==> src/rtl/mult_pkg.sv <==
// Shared types and widths for the multiply-accumulate datapath.
package mult_pkg;

    localparam int unsigned PROD_W = 8;
    localparam int unsigned CNT_W  = 4;

    typedef enum logic [1:0] {
        IDLE = 2'd0,
        ACC  = 2'd1,
        HOLD = 2'd2
    } macc_state_t;

endpackage

==> src/rtl/mult_accum_if.sv <==
// Product input and group-result output handshakes of the accumulator.
interface mult_accum_if #(
    parameter int unsigned ACC_W = 10
);
    import mult_pkg::*;

    logic              in_valid;
    logic              in_ready;
    logic [PROD_W-1:0] prod;
    logic              in_last;
    logic              out_valid;
    logic              out_ready;
    logic [ACC_W-1:0]  sum;
    logic [CNT_W-1:0]  cnt;
    logic              ovf;

    // Accumulator side.
    modport slave (
        input  in_valid, prod, in_last, out_ready,
        output in_ready, out_valid, sum, cnt, ovf
    );

    // Producer/consumer side.
    modport master (
        output in_valid, prod, in_last, out_ready,
        input  in_ready, out_valid, sum, cnt, ovf
    );

endinterface

==> src/rtl/mult_accum_beat_counter.sv <==
// Counts products in the open group; flags when the next beat completes LEN.
module beat_counter
    import mult_pkg::*;
#(
    parameter int unsigned LEN = 4
) (
    input  logic             clk,
    input  logic             rst,
    input  logic             load_one,
    input  logic             incr,
    output logic [CNT_W-1:0] cnt,
    output logic             terminal
);

    localparam int unsigned EXT_W = CNT_W + 1;

    logic [CNT_W-1:0] cnt_d;
    logic [CNT_W-1:0] cnt_q;

    // Next count: a group's first beat restarts at one, later beats add one.
    always_comb begin
        cnt_d = cnt_q;
        if (load_one) begin
            cnt_d = CNT_W'(1);
        end else if (incr) begin
            cnt_d = cnt_q + CNT_W'(1);
        end
    end

    // Count register.
    always_ff @(posedge clk) begin
        if (rst) begin
            cnt_q <= '0;
        end else begin
            cnt_q <= cnt_d;
        end
    end

    assign cnt      = cnt_q;
    assign terminal = ({1'b0, cnt_q} + EXT_W'(1)) == EXT_W'(LEN);

endmodule

==> src/rtl/mult_accum.sv <==
// Sums groups of up to LEN multiplier products and holds each group result
// until the consumer takes it.
module mult_accum
    import mult_pkg::*;
#(
    parameter int unsigned LEN   = 4,
    parameter int unsigned ACC_W = 10
) (
    input  logic         clk,
    input  logic         rst,
    mult_accum_if.slave  bus
);

    macc_state_t      state_d, state_q;
    logic [ACC_W-1:0] acc_d, acc_q;
    logic             ovf_d, ovf_q;
    logic             out_valid_d, out_valid_q;

    logic             in_ready_c;
    logic             acc_fire;
    logic             out_fire;
    logic             first_beat;
    logic             next_beat;
    logic             terminal;
    logic [CNT_W-1:0] cnt;
    logic [ACC_W:0]   sum_ext;

    // A held result blocks new beats unless it is taken in the same cycle.
    assign in_ready_c = (state_q != HOLD) || bus.out_ready;
    assign acc_fire   = bus.in_valid && in_ready_c;
    assign out_fire   = out_valid_q && bus.out_ready;
    assign first_beat = acc_fire && (state_q != ACC);
    assign next_beat  = acc_fire && (state_q == ACC);
    assign sum_ext    = {1'b0, acc_q} + (ACC_W + 1)'(bus.prod);

    beat_counter #(
        .LEN(LEN)
    ) u_beat_counter (
        .clk     (clk),
        .rst     (rst),
        .load_one(first_beat),
        .incr    (next_beat),
        .cnt     (cnt),
        .terminal(terminal)
    );

    // Next-state and accumulator update.
    always_comb begin
        state_d = state_q;
        acc_d   = acc_q;
        ovf_d   = ovf_q;
        unique case (state_q)
            IDLE, HOLD: begin
                if (first_beat) begin
                    acc_d   = ACC_W'(bus.prod);
                    ovf_d   = 1'b0;
                    state_d = ((LEN == 1) || bus.in_last) ? HOLD : ACC;
                end else if ((state_q == HOLD) && out_fire) begin
                    state_d = IDLE;
                end
            end
            ACC: begin
                if (next_beat) begin
                    acc_d   = sum_ext[ACC_W-1:0];
                    ovf_d   = ovf_q | sum_ext[ACC_W];
                    state_d = (terminal || bus.in_last) ? HOLD : ACC;
                end
            end
            default: begin
                state_d = IDLE;
            end
        endcase
        out_valid_d = (state_d == HOLD);
    end

    // State and result registers.
    always_ff @(posedge clk) begin
        if (rst) begin
            state_q     <= IDLE;
            acc_q       <= '0;
            ovf_q       <= 1'b0;
            out_valid_q <= 1'b0;
        end else begin
            state_q     <= state_d;
            acc_q       <= acc_d;
            ovf_q       <= ovf_d;
            out_valid_q <= out_valid_d;
        end
    end

    assign bus.in_ready  = in_ready_c;
    assign bus.out_valid = out_valid_q;
    assign bus.sum       = acc_q;
    assign bus.cnt       = cnt;
    assign bus.ovf       = ovf_q;

endmodule

==> src/flat_wrapper.sv <==
// flat-port wrapper written by rule: the top's interface ports become plain ports
module mult_accum_flat import mult_pkg::*;
#(
    parameter int unsigned LEN   = 4,
    parameter int unsigned ACC_W = 10
)
  (clk, rst, bus_in_valid, bus_prod, bus_in_last, bus_out_ready, bus_in_ready, bus_out_valid, bus_sum, bus_cnt, bus_ovf);
  mult_accum_if #(.ACC_W(ACC_W)) bus_i ();
  input  logic clk;
  input  logic rst;
  input wire logic [$bits(bus_i.in_valid)-1:0] bus_in_valid;
  input wire logic [$bits(bus_i.prod)-1:0] bus_prod;
  input wire logic [$bits(bus_i.in_last)-1:0] bus_in_last;
  input wire logic [$bits(bus_i.out_ready)-1:0] bus_out_ready;
  output wire logic [$bits(bus_i.in_ready)-1:0] bus_in_ready;
  output wire logic [$bits(bus_i.out_valid)-1:0] bus_out_valid;
  output wire logic [$bits(bus_i.sum)-1:0] bus_sum;
  output wire logic [$bits(bus_i.cnt)-1:0] bus_cnt;
  output wire logic [$bits(bus_i.ovf)-1:0] bus_ovf;
  assign bus_i.in_valid = bus_in_valid;
  assign bus_i.prod = bus_prod;
  assign bus_i.in_last = bus_in_last;
  assign bus_i.out_ready = bus_out_ready;
  assign bus_in_ready = bus_i.in_ready;
  assign bus_out_valid = bus_i.out_valid;
  assign bus_sum = bus_i.sum;
  assign bus_cnt = bus_i.cnt;
  assign bus_ovf = bus_i.ovf;
  mult_accum #(.LEN(LEN), .ACC_W(ACC_W)) u_core (.clk(clk), .rst(rst), .bus(bus_i));
endmodule
==> config.mk <==
export PLATFORM = sky130hd
export DESIGN_NAME = mult_accum_flat
export DESIGN_NICKNAME = d
export VERILOG_FILES = /design/src/rtl/mult_pkg.sv /design/src/rtl/mult_accum_if.sv /design/src/rtl/mult_accum_beat_counter.sv /design/src/rtl/mult_accum.sv /design/src/flat_wrapper.sv
export SDC_FILE = /design/constraint.sdc
export NUM_CORES = 1
export LEC_CHECK = 0
export BUFFER_PORTS_ARGS = -buffer_cell sky130_fd_sc_hd__buf_4
export CORE_MARGIN = 2
export CORE_UTILIZATION = 47
export CTS_CLUSTER_SIZE = 14
export DETAILED_ROUTE_END_ITERATION = 10
export PLACE_DENSITY = 0.83
export SLEW_MARGIN = 20
export SYNTH_ARGS = -nofsm -noshare
export SYNTH_HDL_FRONTEND = slang
export SYNTH_SLANG_ARGS = --single-unit
==> constraint.sdc <==
create_clock -name clk -period 1.9 [get_ports clk]
set_input_delay 0.38 -clock clk [delete_from_list [all_inputs] [get_ports clk]]
set_output_delay 0.38 -clock clk [all_outputs]
set_load 0.1 [all_outputs]
==> results of run 1 <==
[flip-flops by register name, summed over array words and instances (netlist names)]
register / cells
u_core.bus.out_valid: 1
u_core.bus.ovf: 1
u_core.bus.sum: 10
u_core.state_q: 2
u_core.u_beat_counter.cnt: 4
[through the flow]
stage	TNS (ps)	power (W)	hold WS, ps
3_3_place_gp	-224	0.000863	452
4_1_cts	-39.3	0.00108	346
6_report	-119	0.00111	353
3_5_place_dp	-418	0.000875	465
5_1_grt	-371	0.00117	347
2_1_floorplan	-96.4	0.000760	439
[synthesized netlist by cell type, types with 2 or more instances]
library cell  instances  share of area [%]
nand3_1               5                2.1
xor2_1                4                3.0
a21boi_1              4                2.5
clkbuf_1              2               0.64
xnor2_1               4                3.0
nand2_1              17                5.4
a31oi_1               2                1.1
buf_4                 3                1.9
nor2_1               13                4.1
a311oi_1              3                2.2
a22oi_1               2                1.3
ha_1                  9                9.6
o21ai_0               2               0.85
o221ai_1              4                3.0
a21o_1                4                2.5
o21ai_1               2               0.85
dfxtp_1              18                 31
a21oi_1              13                5.5
o211ai_1              2                1.3
a221oi_2              2                2.5
buf_2                 2               0.85
[worst min path at each step]
stage                                               from                             end  slack (ps)  depth (start not counted)
final                                                rst  u_core.bus.sum[0]$_SDFFE_PP0P_         350                          2
after detailed placement  u_core.bus.sum[3]$_SDFFE_PP0P_  u_core.bus.sum[3]$_SDFFE_PP0P_         470                          2
after global routing                                 rst  u_core.bus.sum[3]$_SDFFE_PP0P_         350                          2
after global placement    u_core.bus.sum[3]$_SDFFE_PP0P_  u_core.bus.sum[3]$_SDFFE_PP0P_         450                          2
after floorplan                                      rst  u_core.bus.sum[7]$_SDFFE_PP0P_         440                          1
after CTS                                            rst  u_core.bus.sum[3]$_SDFFE_PP0P_         350                          2
[worst register-to-register path: stages, from the launching register on]
cell,delay [ps]
dfxtp_4,380
ha_4,160
fa_2,340
a21o_1,210
a221oi_4,300
buf_4,170
xnor2_2,100
o221ai_1,110
a21oi_1,140
[metal layers]
metal  up-vias  share of wire, %  GRT usage (%)  wire (microns)
li1        580                 -              -               -
met4         0               1.7           8.75              51
met5         -                 0              0               0
met1       553                43           26.2            1310
met3         8               4.4           3.06             134
met2        33                50           39.8            1530
[timing repair]
item	4_1_cts	5_1_grt
buffers inserted	1	2
setup endpoints to repair	1	5
gates resized for setup	1	5
pin swaps	1	2
[where the power goes]
| group | internal [W] | switching [W] |
|---|---|---|
| Clock | 0.0000817 | 0.000123 |
| Sequential | 0.000400 | 0.0000288 |
| Combinational | 0.000172 | 0.000301 |
[layout by cell type (no fill, tap or decap), types with 2 or more instances in the layout]
cell      netlist  final
a21o_1          4      4
a21boi_1        4      4
a22oi_1         2      2
a31oi_1         2      2
a21oi_2         1      2
o211ai_1        2      2
nor2_1         13     12
nand3_1         5      5
buf_4           3     41
dfxtp_4         0      5
o221ai_1        4      4
clkbuf_4        0      3
a311oi_1        3      3
o21ai_0         2      2
xor2_1          4      4
xnor2_1         4      3
ha_1            9      8
dfxtp_1        18     10
nand2_1        17     17
dfxtp_2         0      3
a21oi_1        13     12
[area by class of cell]
cell class              instances  area share (%)
repair buffers                 41            19.4
flip-flops and latches         18            24.2
clock buffers                   4            1.66
multi-input cells             111            51.9
inverters                       2           0.474
well taps                      30            2.37
[cell families (layout without fill, tap and decap cells)]
logic type	after synthesis	after routing	share of synthesized area (%)
AO/OA/AOI/OAI	47	47	29.0
AND/OR/NAND/NOR	46	46	19.2
flip-flops	18	18	30.6
adder cells (fa/ha/maj)	10	10	11.3
buffers and inverters	9	47	4.03
XOR/XNOR	8	8	5.94
==> metrics.md, run 1 <==
| Metric | Value |
|---|---|
| Status | complete, but fails checks |
| Violated checks | setup timing |
| Setup CP Type | flip-flop to flip-flop |
| Avg Cell Area, Syn | 8.54 sq um |
| Critical R2R Launch | u_core.bus.sum[0]$_SDFFE_PP0P_ |
| Worst path slowest cell | dfxtp_4 |
| Initial antenna violation count | 0 |
| Fraction of layout cells with a size suffix above 1 | 38.1% |
| R2r setup slk | -80 ps |
| Rows | 18 |
| Synth Flop Type | dfxtp_1 |
| Max-Cap Viols | 0 |
| Reg2reg path depth | 8 |
| Critical Path Max Stage Delay | 380 ps |
| CTS H-tree lvls | 1 |
| Worst vdd ir | 0.428 mV |
| Final min period | 1980 ps |
| DP Wirelength | 2220 microns |
| Worst Setup End Kind | flip-flop |
| Highest clock rate | 505 MHz |
| Avg Vias per Cell | 5.70 |
| RSZ-0062 raised after global routing | true |
| Global-route wire length before repair | 4710 microns |
| Drt pass-1 iters | 4 |
| Setup Skew | 9.98 ps |
| CP Buf/Inv Count | 1 |
| Type of the worst min-delay path | input port to flip-flop |
| Placed Area | 1500 sq um |
| Area occupied by multi-input gates | 822 sq um |
| CP Launch Type | flip-flop |
| Clock Path Buffers | 2 |
| Wirelength, routed | 3020 microns |
| Post-layout util | 65.1% |
| # setup viols final | 2 |
| Unique cell type count in the Yosys netlist | 42 |
| CTS Hold Bufs | 0 |
| Number of synthesized flops with an enable pin | 0 |
| Antenna cells | 0 |
| Ys async rst share | 0% |
| Worst Tran Pin Value | 419 ps |
| DRT antenna net count | 0 |
| Overflow after GRT | 0 |
| Final Hold Fails | 0 |
| Non-Filler Instances | 206 |
| Critical path endpoint | u_core.bus.sum[6]$_SDFFE_PP0P_ |
| Arr. time, crit path | 2200 ps |
| Mapped Cells | 138 |
| Port buffer count | 29 |
| Crit path max-delay family | compound AO/OA/AOI/OAI gates |
| DP Worst Slack | -201 ps |
| Slew Viols, Final | 0 |
| Period utilisation layout | 104% |
| Via count of the first global-routing pass | 1071 |
| FF-to-FF End | u_core.bus.sum[6]$_SDFFE_PP0P_ |
| Clk root buf | clkbuf_4 |
| Die H | 54.1 microns |
| Setup slack after layout | -79.1 ps |
| Post-synthesis sequential area ratio | 30.6% |
| Final Cell Area | 1580 sq um |
| Residual DRC count | 0 |
| Crit-path cells | ha_4, fa_2, a21o_1, a221oi_4, buf_4, xnor2_2, o221ai_1, a21oi_1 |
| DP Cell Count | 199 |
| Routability cong. | 0.877 |
| WP data required | 2130 ps |
| Yosys reg bits | 18 |
| CP max FO | 3 |
| Largest net degree at the start of global routing | 15 |
| Register area | 383 sq um |
| Fillers | 215 |
| Nets@finish | 200 |
| All-layer global routing usage | 22.1% |
| IO Count | 30 |
| Post-Syn Nets | 161 |
| Critical Path Stages | 8 |
| Die area | 2920 sq um |
| PwrDens | 698 nW/um^2 |
| Starting Density | 48.5% |
| Pleak | 0.709 nW |
| Area grow syn2layout | 34.4% |
| Mapped cell area | 1180 sq um |
| Core Region | 2430 sq um |
| Clock Sinks | 18 |
| CTS tree | built |
| 1st-iter DRT viols | 24 |
| CTS buffer count | 3 |
| Synthesis Warnings | 0 |
| Die X-Extent | 54.1 microns |
| Worst skew pair latency | 300 ps |
| Vias | 1174 |
| Critical Path Source | u_core.bus.sum[0]$_SDFFE_PP0P_ |
| Clock-pin slew on the worst setup and hold paths | 110 ps |
| Per-cell routed wire length | 14.7 microns |
| Slew headroom | 72.0% |
Note: power is estimated with default switching activity, not from simulation.
==> run 2: changes to the inputs <==
==> constraint.sdc (replaced) <==
create_clock -name clk -period 1.9 [get_ports clk]
set_input_delay 0.095 -clock clk [delete_from_list [all_inputs] [get_ports clk]]
set_output_delay 0.095 -clock clk [all_outputs]
set_load 0.1 [all_outputs]
==> metrics.md, run 2 (synthesized netlist as in run 1, its figures left out) <==
| Metric | Value |
|---|---|
| WP data required | 2110 ps |
| Die area | 2920 sq um |
| Switching Share | 39.8% |
| DP Wirelength | 2010 microns |
| Global-route wire length before repair | 4400 microns |
| Clock-pin slew on the worst setup and hold paths | 110 ps |
| Psw | 0.000443 W |
| Non-Filler Instances | 200 |
| Wirelength, routed | 2750 microns |
| Setup CP Type | flip-flop to flip-flop |
| CTS Hold Bufs | 0 |
| Met1 Use GR | 24.8% |
| Arr. time, crit path | 2150 ps |
| Core Region | 2430 sq um |
| Type of the worst min-delay path | input port to flip-flop |
| Hold Startpoint | rst |
| Commonest non-fill, non-tap cells in the layout | buf_4 (35), nand2_1 (17), nor2_1 (13) |
| Hold path depth | 2 |
| Hold Path End | u_core.bus.sum[7]$_SDFFE_PP0P_ |
| Pleak | 0.682 nW |
| Gate power share | 39.6% |
| Area grow syn2layout | 30.1% |
| Clock Path Buffers | 2 |
| CTS H-tree lvls | 1 |
| Clock Sinks | 18 |
| Period utilisation layout | 102% |
| Overflow after GRT | 0 |
| Vias | 1146 |
| Worst Tran Pin Value | 381 ps |
| Post-layout util | 63.1% |
| Final Hold Fails | 0 |
| CP Launch Type | flip-flop |
| Worst path slowest cell | dfxtp_4 |
| Leading cell type in the layout, fill and taps excluded | buf_4 |
| Crit path max-delay family | compound AO/OA/AOI/OAI gates |
| 1st-iter DRT viols | 28 |
| Setup Skew | 4.14 ps |
| Worst Setup End Kind | flip-flop |
| Drt pass-1 iters | 4 |
| DRT antenna net count | 0 |
| CP max FO | 3 |
| Clock Power Share | 22.0% |
| Setup slack after layout | -37.9 ps |
| IO Count | 30 |
| Residual DRC count | 0 |
| Max reg flops | 10 |
| Slew Viols, Final | 0 |
| CTS buffer count | 3 |
| Per-cell routed wire length | 13.8 microns |
| Setup TNS Final | -37.9 ps |
| CP Buf/Inv Count | 1 |
| Max-Cap Viols | 0 |
| Port buffer count | 29 |
| Routability cong. | 0.869 |
| Internal power | 0.000671 W |
| Fillers | 224 |
| Status | complete, but fails checks |
| GR peak layer | met2 |
| Clk root buf | clkbuf_4 |
| Violated checks | setup timing |
| Antenna cells | 0 |
| Critical R2R Launch | u_core.bus.sum[0]$_SDFFE_PP0P_ |
| Via count of the first global-routing pass | 1040 |
| Largest net degree at the start of global routing | 15 |
| Worst skew pair latency | 310 ps |
| Worst vdd ir | 0.446 mV |
| Rows | 18 |
| Critical Path Max Stage Delay | 370 ps |
| Initial antenna violation count | 0 |
| # setup viols final | 1 |
| R2r setup slk | -40 ps |
| Starting Density | 48.5% |
| Reg2reg path depth | 8 |
| GR Layer Usage met2 | 35.8% |
| Crit-path cells | ha_4, fa_2, a21o_1, a221oi_2, buf_4, o21ai_2, nor3b_1, o21ba_1 |
| Fraction of layout cells with a size suffix above 1 | 36.5% |
| RSZ-0062 raised after global routing | true |
| Die H | 54.1 microns |
| PwrDens | 726 nW/um^2 |
| Met3 usage | 3.33% |
| Nets@finish | 194 |
| CTS tree | built |
| Avg Vias per Cell | 5.73 |
| Slew headroom | 74.6% |
| Flop pwr share | 38.4% |
| FF-to-FF End | u_core.bus.sum[8]$_SDFFE_PP0P_ |
| Highest clock rate | 516 MHz |
| Final min period | 1940 ps |
| DP Worst Slack | -5.15 ps |
| DP Cell Count | 192 |
| Die X-Extent | 54.1 microns |
| All-layer global routing usage | 21.1% |
## run 2: power by group through the flow
stage	registers, W	logic (W)	clock network (W)
6_report	0.000427	0.000441	0.000245
5_1_grt	0.000432	0.000475	0.000272
4_1_cts	0.000427	0.000419	0.000254
3_5_place_dp	0.000437	0.000414	0
3_3_place_gp	0.000435	0.000407	0
2_1_floorplan	0.000563	0.000198	0
## run 2: layout make-up
| cell class | count | area [sq um] | area share [%] |
|---|---|---|---|
| clock buffers | 4 | 36.3 | 2.37 |
| inverters | 2 | 7.51 | 0.489 |
| multi-input cells | 111 | 807 | 52.6 |
| flip-flops and latches | 18 | 383 | 25.0 |
| well taps | 30 | 37.5 | 2.45 |
| repair buffers | 35 | 263 | 17.1 |
## run 2: worst max-delay path by stage
stage | start | end | slack [ps] | cells after the start
5_1_grt | u_core.bus.sum[0]$_SDFFE_PP0P_ | u_core.bus.sum[8]$_SDFFE_PP0P_ | -100 | 8
2_1_floorplan | u_core.bus.sum[3]$_SDFFE_PP0P_ | u_core.bus.sum[8]$_SDFFE_PP0P_ | -100 | 6
6_report | u_core.bus.sum[0]$_SDFFE_PP0P_ | u_core.bus.sum[8]$_SDFFE_PP0P_ | -40 | 8
4_1_cts | u_core.bus.sum[0]$_SDFFE_PP0P_ | u_core.bus.sum[8]$_SDFFE_PP0P_ | -30 | 7
3_5_place_dp | u_core.bus.sum[0]$_SDFFE_PP0P_ | u_core.bus.sum[8]$_SDFFE_PP0P_ | -5 | 7
3_3_place_gp | u_core.bus.sum[0]$_SDFFE_PP0P_ | u_core.bus.sum[8]$_SDFFE_PP0P_ | 30 | 7
## run 2: worst register-to-register path, delay by kind of cell (launching register included)
kind	cells	cell delay, ps
compound gates	4	680
fa+ha+maj	2	500
flops	1	370
buf+inv	1	160
simple gates	1	150
## run 2: routing by layer
metal  part of all wire, %  routed length (microns)
met1                    43                     1180
met2                    50                     1380
met3                   4.8                      132
met4                   2.5                       68
met5                     0                        0
## run 2: what timing repair did
action,4_1_cts,5_1_grt
gates cloned,0,0
pin swaps,2,5
endpoints found under the setup margin,1,4
gates resized for setup,0,4
setup buffers,1,3
## run 2: through the flow
step	power (W)	cell area, sq um	hold slack (ps)
2_1_floorplan	0.000760	1220	154
3_3_place_gp	0.000841	1450	380
3_5_place_dp	0.000851	1450	383
4_1_cts	0.00110	1490	43.0
5_1_grt	0.00118	1530	41.9
6_report	0.00111	1530	52.7
==> run 3: changes to the inputs <==
--- a/config.mk
+++ b/config.mk
@@ -7,11 +7,12 @@
 export LEC_CHECK = 0
 export BUFFER_PORTS_ARGS = -buffer_cell sky130_fd_sc_hd__buf_4
 export CORE_MARGIN = 2
-export CORE_UTILIZATION = 47
+export CORE_UTILIZATION = 49
 export CTS_CLUSTER_SIZE = 14
 export DETAILED_ROUTE_END_ITERATION = 10
-export PLACE_DENSITY = 0.83
+export PLACE_DENSITY = 0.84
 export SLEW_MARGIN = 20
 export SYNTH_ARGS = -nofsm -noshare
 export SYNTH_HDL_FRONTEND = slang
+export SYNTH_HIERARCHICAL = 1
 export SYNTH_SLANG_ARGS = --single-unit
==> metrics.md, run 3 <==
| Metric | Value |
|---|---|
| Status | complete, no violations |
| Unique cell type count in the Yosys netlist | 61 |
| Starting Density | 51.2% |
| Routability cong. | 0.891 |
| IO Count | 30 |
| Max-Cap Viols | 0 |
| Port buffer count | 29 |
| CP max FO | 3 |
| Worst skew pair latency | 310 ps |
| Arr. time, crit path | 2000 ps |
| Post-CTS Resized | 0 |
| Mapped cell area | 1400 sq um |
| All-layer global routing usage | 21.0% |
| Highest clock rate | 561 MHz |
| CTS tree | built |
| Global-route wire length before repair | 5520 microns |
| Setup Skew | 11.3 ps |
| Fraction of layout cells with a size suffix above 1 | 39.1% |
| Max reg flops | 10 |
| Type of the worst min-delay path | input port to flip-flop |
| Die X-Extent | 57.4 microns |
| Clk root buf | clkbuf_4 |
| CTS Hold Bufs | 0 |
| Per-cell routed wire length | 15.5 microns |
| Synth area leaders | dfxtp_1 (26%), ha_1 (8.1%), a21oi_1 (4.7%), mux2i_1 (4.3%), nand2_1 (3.5%) |
| Vias | 1306 |
| Crit-path cells | ha_4, fa_2, a21o_2, a21oi_2, mux2i_1, o41ai_2 |
| Worst Setup End Kind | flip-flop |
| 1st-iter DRT viols | 50 |
| Fillers | 231 |
| Slew Viols, Final | 0 |
| Largest net degree at the start of global routing | 18 |
| DP Wirelength | 2490 microns |
| Setup TNS Final | 0 ps |
| Overflow after GRT | 0 |
| Mux contribution to synthesized area | 5.10% |
| Metal3 WL | 145 microns |
| CTS buffer count | 3 |
| Core Region | 2730 sq um |
| WP data required | 2120 ps |
| Post-Synth XOR/XNOR Area | 1.25% |
| Count leader, synth | dfxtp_1 |
| Avg Cell Area, Syn | 9.20 sq um |
| Initial antenna violation count | 0 |
| Die area | 3300 sq um |
| Combinational family with the most area after synthesis | compound AO/OA/AOI/OAI gates |
| Rows | 19 |
| Met2 Routed Length | 1670 microns |
| Pleak | 0.752 nW |
| CP Launch Type | flip-flop |
| Via count of the first global-routing pass | 1245 |
| Period utilisation layout | 93.8% |
| Nets@finish | 208 |
| Ys async rst share | 0% |
| Pwr Total | 0.00122 W |
| Leading cell type in the layout, fill and taps excluded | buf_4 |
| CTS H-tree lvls | 1 |
| Highest routed metal layer | met4 |
| Yosys top cell by area | dfxtp_1 |
| Setup CP Type | flip-flop to flip-flop |
| PwrDens | 706 nW/um^2 |
| Critical Path Max Stage Delay | 370 ps |
| Die H | 57.4 microns |
| Synth top area share | 25.8% |
| Clock-pin slew on the worst setup and hold paths | 120 ps |
| Clock Path Buffers | 2 |
| Clock Sinks | 18 |
| Residual DRC count | 0 |
| Slew headroom | 67.7% |
| Post-Syn Nets | 175 |
| Worst vdd ir | 0.554 mV |
| Non-Filler Instances | 215 |
| Post-synthesis sequential area ratio | 25.8% |
| Met1 wire length | 1480 microns |
| DP Cell Count | 211 |
| # setup viols final | 0 |
| Post-synthesis compound-gate area fraction | 32.3% |
| Mapped Cells | 152 |
| Yosys reg bits | 18 |
| Worst Tran Pin Value | 482 ps |
| Drt pass-1 iters | 4 |
| Area grow syn2layout | 23.2% |
| Worst hold margin | 75.1 ps |
| Final Hold Fails | 0 |
| Worst path slowest cell | dfxtp_4 |
| Final min period | 1780 ps |
| Avg Vias per Cell | 6.07 |
| DRT antenna net count | 0 |
| RSZ-0062 raised after global routing | false |
| Post-CTS Setup Bufs | 0 |
| Post-synthesis adder-cell area fraction | 9.48% |
| Commonest non-fill, non-tap cells in the layout | buf_4 (34), nand2_1 (13), a21oi_1 (13) |
| Simple logic cell fraction of the synthesized area | 21.2% |
| Synth Flop Type | dfxtp_1 |
| Synthesis Warnings | 6 |
| Antenna cells | 0 |
| Synth cell count leaders | dfxtp_1 (18), a21oi_1 (13), nand2_1 (13) |
| Number of synthesized flops with an enable pin | 0 |
| Wirelength, routed | 3320 microns |
==> run 3: cell count changes after synthesis, moves of 4 or more <==
cell and delta:
nand2_1 -4, mux2i_1 +6, a21boi_1 -4, nor2_1 -4, inv_1 +4, nand2b_1 +4
==> run 3: final cells by class <==
cell class	count	area [sq um]	area share [%]
Multi-Input combinational cell	122	987	57.3
Sequential cell	18	383	22.2
Timing Repair Buffer	34	255	14.8
Tap cell	31	38.8	2.25
Clock buffer	4	36.3	2.11
Inverter	6	22.5	1.31
==> run 3: path summary, 6_finish.rpt <==
kind,start,end,slack [ps],depth (start not counted)
worst max-delay path,u_core/bus.sum[0]$_SDFFE_PP0P_,u_core/bus.sum[4]$_SDFFE_PP0P_,120,6
worst min-delay path,bus_prod[0],u_core/bus.sum[0]$_SDFFE_PP0P_,80,3
worst max register to register,u_core/bus.sum[0]$_SDFFE_PP0P_,u_core/bus.sum[4]$_SDFFE_PP0P_,120,6
worst min register to register,u_core/bus.sum[3]$_SDFFE_PP0P_,u_core/bus.sum[3]$_SDFFE_PP0P_,490,2
==> run 3: report_power, final <==
group | leakage [nW] | total [W] | internal (W) | switching [W]
clock | 0.0210 | 0.000249 | 0.000117 | 0.000132
combinational | 0.579 | 0.000535 | 0.000184 | 0.000351
sequential | 0.152 | 0.000432 | 0.000404 | 0.0000283
total | 0.752 | 0.00122 | 0.000705 | 0.000512
==> run 3: logic make-up after synthesis <==
family,count (synthesis)
buffers and inverters,12
XOR/XNOR,2
AND/OR/NAND/NOR,52
adder cells (fa/ha/maj),10
AO/OA/AOI/OAI,51
flip-flops,18
multiplexers,7
==> run 3: worst max-delay path, delay by kind of cell, from the launching register on <==
kind	cells	cell delay, ps
compound gates	3	710
fa+ha+maj	2	520
flops	1	370
mux	1	100
==> run 3: routing by layer <==
metal	track usage (%)	vias to the layer above
met2	35.9	38
li1	-	641
met5	0	-
met3	2.49	4
met4	7.64	0
met1	27.2	623
==> run 3: through the flow <==
stage                     area, sq um  util, %  worst slack (ps)
final                            1720     63.0               117
after global routing             1720     63.0              56.9
after CTS                        1720     62.9              32.9
after detailed placement         1680     61.6              48.3
after global placement           1680     61.6              95.4
after floorplan                  1440        -             -36.6
